<file path="src/rtl/y_demux_buf_if.sv">
// y_demux_buf_if -- handshake bundle for the 1-to-2 demultiplexing buffer.
//   in_data/in_sel/in_valid -> upstream word, destination and strobe
//   in_ready                <- the selected channel has room
//   outN_data/outN_valid    <- head word of channel N (zeros when empty)
//   outN_ready              -> channel N consumer takes the head word
//   cnt0/cnt1               <- words popped per channel, modulo 2^16
// master: the producer/consumer side; slave: the buffer itself.
interface y_demux_buf_if #(
    parameter int SIZE = 32
);
    logic [SIZE-1:0] in_data;
    logic            in_sel;
    logic            in_valid;
    logic            in_ready;
    logic [SIZE-1:0] out0_data;
    logic            out0_valid;
    logic            out0_ready;
    logic [SIZE-1:0] out1_data;
    logic            out1_valid;
    logic            out1_ready;
    logic [15:0]     cnt0;
    logic [15:0]     cnt1;

    modport master (
        output in_data, in_sel, in_valid, out0_ready, out1_ready,
        input  in_ready, out0_data, out0_valid, out1_data, out1_valid, cnt0, cnt1
    );

    modport slave (
        input  in_data, in_sel, in_valid, out0_ready, out1_ready,
        output in_ready, out0_data, out0_valid, out1_data, out1_valid, cnt0, cnt1
    );
endinterface

</file>
<file path="src/rtl/y_demux_buf.sv">
// y_demux_buf -- routes each input word to one of two independent FIFO
// channels chosen by in_sel, and counts the words popped from each channel.
//   clk : single clock, rising edge
//   rst : asynchronous, active-high reset; empties both channels and
//         clears the pop counters
//   bus : y_demux_buf_if.slave (input word + select, two output channels,
//         two pop counters)
// There is no combinational path from the input side to the outputs: a word
// becomes visible on its channel the cycle after the push edge.

// One output channel: a DEPTH-entry FIFO plus its pop counter.
//   push/push_data : write one word (caller guarantees !full)
//   pop_rdy        : consumer ready; a pop happens only when out_valid
//   full           : DEPTH words held
//   out_data       : head word, forced to zero while empty
//   out_valid      : channel non-empty
//   cnt            : pops, modulo 2^16
module y_demux_buf_chan #(
    parameter int SIZE  = 32,
    parameter int DEPTH = 2
) (
    input  logic            clk,
    input  logic            rst,
    input  logic            push,
    input  logic [SIZE-1:0] push_data,
    input  logic            pop_rdy,
    output logic            full,
    output logic [SIZE-1:0] out_data,
    output logic            out_valid,
    output logic [15:0]     cnt
);
    localparam int AW = $clog2(DEPTH);
    // Occupancy is one bit wider than the pointers so full and empty are
    // distinct even though the pointers are equal in both cases.
    localparam logic [AW:0] FULL_OCC = DEPTH[AW:0];

    logic [DEPTH-1:0][SIZE-1:0] mem;
    logic [AW-1:0]              wptr;
    logic [AW-1:0]              rptr;
    logic [AW:0]                occ;
    logic                       pop;

    assign out_valid = (occ != '0);
    assign full      = (occ == FULL_OCC);
    assign pop       = out_valid && pop_rdy;
    // Storage is not reset; masking with out_valid keeps stale entries hidden.
    assign out_data  = out_valid ? mem[rptr] : '0;

    always_ff @(posedge clk or posedge rst) begin
        if (rst) begin
            wptr <= '0;
            rptr <= '0;
            occ  <= '0;
            cnt  <= '0;
        end else begin
            if (push) wptr <= wptr + 1'b1;
            if (pop) begin
                rptr <= rptr + 1'b1;
                cnt  <= cnt + 16'd1;
            end
            case ({push, pop})
                2'b10:   occ <= occ + 1'b1;
                2'b01:   occ <= occ - 1'b1;
                default: occ <= occ;
            endcase
        end
    end

    always_ff @(posedge clk) begin
        if (push) mem[wptr] <= push_data;
    end
endmodule

module y_demux_buf #(
    parameter int SIZE  = 32,
    parameter int DEPTH = 2
) (
    input logic          clk,
    input logic          rst,
    y_demux_buf_if.slave bus
);
    localparam int NUM_CH = 2;

    typedef struct packed {
        logic            sel;
        logic [SIZE-1:0] data;
    } req_t;

    req_t                          req;
    logic                          in_ready;
    logic [NUM_CH-1:0]             ch_push;
    logic [NUM_CH-1:0]             ch_pop_rdy;
    logic [NUM_CH-1:0]             ch_full;
    logic [NUM_CH-1:0]             ch_valid;
    logic [NUM_CH-1:0][SIZE-1:0]   ch_data;
    logic [NUM_CH-1:0][15:0]       ch_cnt;

    assign req        = '{sel: bus.in_sel, data: bus.in_data};
    assign ch_pop_rdy = {bus.out1_ready, bus.out0_ready};

    // Ready looks only at the selected channel's fill level, so a pop on a
    // full channel in the same cycle never lets a push through.
    always_comb begin
        ch_push  = '0;
        in_ready = !ch_full[req.sel];
        if (bus.in_valid && in_ready) ch_push[req.sel] = 1'b1;
    end

    for (genvar g = 0; g < NUM_CH; g++) begin : g_ch
        y_demux_buf_chan #(
            .SIZE  (SIZE),
            .DEPTH (DEPTH)
        ) u_chan (
            .clk       (clk),
            .rst       (rst),
            .push      (ch_push[g]),
            .push_data (req.data),
            .pop_rdy   (ch_pop_rdy[g]),
            .full      (ch_full[g]),
            .out_data  (ch_data[g]),
            .out_valid (ch_valid[g]),
            .cnt       (ch_cnt[g])
        );
    end

    assign bus.in_ready   = in_ready;
    assign bus.out0_data  = ch_data[0];
    assign bus.out0_valid = ch_valid[0];
    assign bus.out1_data  = ch_data[1];
    assign bus.out1_valid = ch_valid[1];
    assign bus.cnt0       = ch_cnt[0];
    assign bus.cnt1       = ch_cnt[1];
endmodule

</file>
<file path="src/flat_wrapper.sv">
// flat-port wrapper written by rule: the top's interface ports become plain ports
module y_demux_buf_flat 
#(
    parameter int SIZE  = 32,
    parameter int DEPTH = 2
)
  (clk, rst, bus_in_data, bus_in_sel, bus_in_valid, bus_out0_ready, bus_out1_ready, bus_in_ready, bus_out0_data, bus_out0_valid, bus_out1_data, bus_out1_valid, bus_cnt0, bus_cnt1);
  y_demux_buf_if #(.SIZE(SIZE)) bus_i ();
  input logic clk;
  input logic rst;
  input wire logic [$bits(bus_i.in_data)-1:0] bus_in_data;
  input wire logic [$bits(bus_i.in_sel)-1:0] bus_in_sel;
  input wire logic [$bits(bus_i.in_valid)-1:0] bus_in_valid;
  input wire logic [$bits(bus_i.out0_ready)-1:0] bus_out0_ready;
  input wire logic [$bits(bus_i.out1_ready)-1:0] bus_out1_ready;
  output wire logic [$bits(bus_i.in_ready)-1:0] bus_in_ready;
  output wire logic [$bits(bus_i.out0_data)-1:0] bus_out0_data;
  output wire logic [$bits(bus_i.out0_valid)-1:0] bus_out0_valid;
  output wire logic [$bits(bus_i.out1_data)-1:0] bus_out1_data;
  output wire logic [$bits(bus_i.out1_valid)-1:0] bus_out1_valid;
  output wire logic [$bits(bus_i.cnt0)-1:0] bus_cnt0;
  output wire logic [$bits(bus_i.cnt1)-1:0] bus_cnt1;
  assign bus_i.in_data = bus_in_data;
  assign bus_i.in_sel = bus_in_sel;
  assign bus_i.in_valid = bus_in_valid;
  assign bus_i.out0_ready = bus_out0_ready;
  assign bus_i.out1_ready = bus_out1_ready;
  assign bus_in_ready = bus_i.in_ready;
  assign bus_out0_data = bus_i.out0_data;
  assign bus_out0_valid = bus_i.out0_valid;
  assign bus_out1_data = bus_i.out1_data;
  assign bus_out1_valid = bus_i.out1_valid;
  assign bus_cnt0 = bus_i.cnt0;
  assign bus_cnt1 = bus_i.cnt1;
  y_demux_buf #(.SIZE(SIZE), .DEPTH(DEPTH)) u_core (.clk(clk), .rst(rst), .bus(bus_i));
endmodule
</file>
<file path="config.mk">
export PLATFORM = sky130hd
export DESIGN_NAME = y_demux_buf_flat
export DESIGN_NICKNAME = d
export VERILOG_FILES = /design/src/rtl/y_demux_buf_if.sv /design/src/rtl/y_demux_buf.sv /design/src/flat_wrapper.sv
export SDC_FILE = /design/constraint.sdc
export NUM_CORES = 1
export LEC_CHECK = 0
export CAP_MARGIN = 20
export CORE_AREA = 2 2 109 111
export CTS_BUF_LIST = sky130_fd_sc_hd__clkbuf_8
export CTS_CLUSTER_SIZE = 20
export DETAILED_ROUTE_END_ITERATION = 16
export DIE_AREA = 0 0 111 113
export DONT_BUFFER_PORTS = 1
export PLACE_DENSITY = 0.81
export SKIP_CTS_REPAIR_TIMING = 1
export SLEW_MARGIN = 20
export SYNTH_ARGS = -nofsm -noshare
export SYNTH_HDL_FRONTEND = slang
export SYNTH_SLANG_ARGS = --single-unit
</file>
<file path="constraint.sdc">
create_clock -name clk -period 2.85 [get_ports clk]
set_input_delay 0.57 -clock clk [delete_from_list [all_inputs] [get_ports clk]]
set_output_delay 0.57 -clock clk [all_outputs]
set_load 0.1 [all_outputs]
</file>
======== Yosys cells after proc, flatten, opt, wreduce, memory -nomap -nowiden ========
Index checks and enable logic that the tools add are counted.
storage, ports and cells
  register bits after elaboration ......... 168
  bits of input ports ..................... 38
  output and inout port bits .............. 99
  logic and storage cells ................. 66
operators by class
  $add $sub $neg .......................... 10
  magnitude comparators ................... 8
  eq/ne operators ......................... 6
  multiplexer cells ....................... 19
  reduce and logical (&&, ||, !) cells .... 11
operators by type and width
  kind                                                      number
  two-way mux 32 bit                                        8
  bitwise mux 64 bit                                        2
  demux 32 bit (select 1 bit)                               2
  adder 16 x 1 -> 16 bit, second input constant             2
  < comparator 1 x 2 -> 1 bit, second input constant        5
  == test 2 bit, second input constant                      4
  one-hot mux 2 bit (2 select lines)                        2
  nonzero test 2 bit                                        4
  logical AND 1 bit                                         6
  adder 1 bit, second input constant                        4
  adder 2 x 1 -> 2 bit, second input constant               2
  == test 2 x 1 -> 1 bit, second input constant             2
  subtractor 2 x 1 -> 2 bit, second input constant          2
  greater-or-equal comparator 1 bit, second input constant  3
  two-way mux 1 bit                                         3
  two-way mux 2 bit                                         1
  demux 1 bit (select 1 bit)                                1
  logical NOT 1 bit                                         1

======== Depth between registers and ports, before layout ========
  word-level depth ........................ 8
  depth in mapped cells ................... 9
  mapped depth without buffers ............ 8

======== By module ========
Synthesis repeated with hierarchy kept, for this count alone.
unflattened totals
  cell total of the unflattened synthesis .. 432
  area total of the unflattened synthesis .. 6,671.4 µm²
by module, submodules not included
  module                                     times used  cells each  area an instance (µm²)  seq. area each (µm²)
  y_demux_buf_chan at u_core.g_ch[0].u_chan  1           215         3,328.2                 2,422.3
  y_demux_buf_chan at u_core.g_ch[1].u_chan  1           214         3,316.9                 2,422.3
  y_demux_buf                                1           3           26.3                    0.0

======== Least setup slack after synthesis ========
No wires, ideal clock.
  kind .................................... register -> output
  start ................................... register u_core.g_ch[0].u_chan.rptr
  end ..................................... output port bus_out0_data[10]
  arrival ................................. 2,186 ps
  data required time ...................... 2,280 ps
  path slack .............................. 94 ps
  cell stages (with the launch flop) ...... 5
  buffers on the path ..................... 2
  cell sequence ........................... dfrtp_1 > clkbuf_1 > buf_2 > mux2i_1 > nor2_1
on the way
  cells in the longest elaborated chain, start to end .. 3
ends and longest elaborated chain
  element                                                RTL line            text
  start: declaration                                     y_demux_buf.sv:39   logic [AW-1:0] rptr;
  start signal: assignment                               y_demux_buf.sv:58   rptr <= rptr + 1'b1;
  two-way mux 32 bit (implied by the code) (2 in a row)  y_demux_buf.sv:47   assign out_data = out_valid ? mem[rptr] : '0;
  two-way mux 32 bit                                     y_demux_buf.sv:47
  end: declaration                                       flat_wrapper.sv:17  output wire logic [$bits(bus_i.out0_data)-1:0] bus_out0_data;
Every way passes these cells. The select of a mux whose other input is x is not followed.

======== Worst setup path after layout ========
  start ................................... register u_core.g_ch[1].u_chan.rptr
  end ..................................... output port bus_out1_data[24]
on the way
  cells in the longest elaborated chain, start to end .. 3
ends and longest elaborated chain
  element                                                RTL line            text
  start: declaration                                     y_demux_buf.sv:39
  start signal: assignment                               y_demux_buf.sv:58
  two-way mux 32 bit (implied by the code) (2 in a row)  y_demux_buf.sv:47
  two-way mux 32 bit                                     y_demux_buf.sv:47
  end: declaration                                       flat_wrapper.sv:19  output wire logic [$bits(bus_i.out1_data)-1:0] bus_out1_data;
Every way passes these cells. The select of a mux whose other input is x is not followed.

==> reports/metrics.csv <==
metric,value,unit
status,"finished, final reports clean",
hold_slack,134.4,ps
finalHoldViolations,0,
first_pass_iters,4,
worstPathRequired,2280,ps
cp_common_cell,buf_4,
rsz0062_at_grt,false,
drtIter0Drc,192,
async_flop_share,23.81,%
finalCriticalPeriod,2740,ps
path_cells,buf_4 > mux2i_1 > nor2_2 > buf_4,
routed_wl,12950,µm
worstSkewPairLatency,450,ps
r2r-end,u_core.g_ch[0].u_chan.occ[1],
vias,3746,
root_buffer,clkbuf_8,
routedLengthMet1,5189,µm
fmax,0.3649,GHz
r2r-start,u_core.g_ch[0].u_chan.occ[0],
seq_area_frac_synth,73.08,%
synth_edf_count,128,
yosys_warnings,0,
cp_num_buf_inv,2,
io_pins,137,
ys_types,32,
top_layer,met4,
r2r_cells,8,
ys.flop_type,edfxtp_1,
grt_first_pass_wirelength,20050,µm
drc,0,
routed-wl-met2,6449,µm
period_share,96.16,%
die_w,111,µm
regToRegSetupSlack,860,ps
cts.sinks,168,
start_kind,flop,
synth_top_area_share,57.98,%
cts_tree,yes,
clk_pin_slew_worst_paths,80,ps
cp_slowest_cell,dfrtp_2,
finalSetupViolCount,0,
fin_tns_setup,0,ps
synth_fp_nets,470,
cap_violations,0,
routed_via_density,5.405,
cts_max_path_buffers,2,
final_max_slew_viol_count,0,
die_area,12540,µm²
area_delta_synth_final,22.74,%
synth_cells,428,
skew,6.426,ps
final_core_utilization,72.18,%
worst_slew_pin_slew,955.8,ps
port_buffers,0,
synth_top_cells_by_count,"edfxtp_1, nor2_1, mux2i_1, dfrtp_1, xnor2_1",
slew_headroom,36.28,%
wl_met3,1067,µm
fin_nets,579,
syn_area,6629,µm²
grt_max_degree,34,
ys_seq_elements,168,
ant_nets,0,
worstPathArrival,2170,ps
drive_above_1_share,40.00,%
place_congestion,0.7988,
n_fill_cell,713,
avgRoutedWirePerCell,18.69,µm
gr-total-overflow,0,
numCtsBuffers,17,
cp_max_fo,18,
synth.avg_cell_area,15.49,µm²
dp_hpwl,8460,µm
initial_core_util,58.81,%
die_height,113,µm
end_kind,output pin,
grt_usage,21.28,%
crit_type,reg2out,
yosysMostFrequentCell,edfxtp_1,
hold_class,in2async,
critPathTopFamily,flip-flops,
dp_slack,644.5,ps
grt_pass1_vias,3909,
core-area,11270,µm²
max_stage_delay,770,ps
antennaDiodeCount,0,
worst_slack,109.5,ps
antenna_found_initial,0,
rows,39,
yosys.area.top_type,edfxtp_1,
htreeDepth,4,
synthTopCellsByArea,"edfxtp_1, dfrtp_1, mux2i_1",
==> final cells by class <==
class,instances,area (µm²),area share [%]
Timing Repair Buffer,106,808.3,9.934
Tap cell,143,178.9,2.199
Inverter,9,33.78,0.4152
Clock buffer,17,234.0,2.876
Multi-Input combinational cell,235,1881,23.11
Clock inverter,15,153.9,1.891
Sequential cell,168,4847,59.57
==> registers in the layout, indices dropped and copies added (netlist names) <==
name                     flops
u_core.g_ch.u_chan.occ       4
u_core.g_ch.u_chan.rptr      2
u_core.g_ch.u_chan.wptr      2
u_core.g_ch.u_chan.cnt      32
u_core.g_ch.u_chan.mem     128
==> stage by stage <==
stage                     std cells  instance area (µm²)
after global routing            693                 8137
after floorplan                 428                 6629
after detailed placement        661                 7749
after global placement          661                 7749
after CTS                       693                 8137
final                           693                 8137
==> worst max path at each step <==
stage | startpoint | endpoint | slack, ps | cells after the start
global placement | u_core.g_ch[1].u_chan.rptr | bus_out1_data[31] | 690 | 4
floorplan | u_core.g_ch[0].u_chan.rptr | bus_out0_data[10] | 90 | 4
global route | u_core.g_ch[1].u_chan.rptr | bus_out1_data[24] | 20 | 4
detailed placement | u_core.g_ch[1].u_chan.rptr | bus_out1_data[15] | 640 | 4
CTS | u_core.g_ch[1].u_chan.rptr | bus_out1_data[24] | 80 | 4
finish | u_core.g_ch[1].u_chan.rptr | bus_out1_data[24] | 110 | 4
==> kinds of logic (layout without fill, tap and decap cells) <==
group,Yosys count,in the layout,synth area share (%)
flip-flops,168,168,73.08
AND/OR/NAND/NOR,121,121,8.418
multiplexers,66,66,10.00
XOR/XNOR,40,40,5.398
buffers and inverters,25,147,1.604
adder cells (fa/ha/maj),4,4,0.7550
AO/OA/AOI/OAI,4,4,0.7362
==> routing by layer <==
metal	track usage, %	vias up
met4	8.250	0
met1	24.81	1855
met2	35.62	129
met5	0	-
met3	8.731	25
li1	-	1737
==> cell usage in the layout (no fill, tap or decap), types with 2 or more instances in the layout <==
cell          n
xnor2_1      32
clkinvlp_4    5
clkinv_4      3
nand4_1       6
inv_1        10
nand2_1      17
dfrtp_2       2
nor2_1        6
mux2i_1      64
ha_1          4
dfrtp_1      38
mux2_2        2
nor2_2       65
edfxtp_1    128
nor2_4        6
bufinv_16     2
clkbuf_8     17
xor2_1        7
inv_6         2
buf_4       105
nand3_1       9
and3_1        2
Power is left out: the tool's default activity adds up to more than one toggle a clock period on the data nets, which glitch-free logic cannot reach.
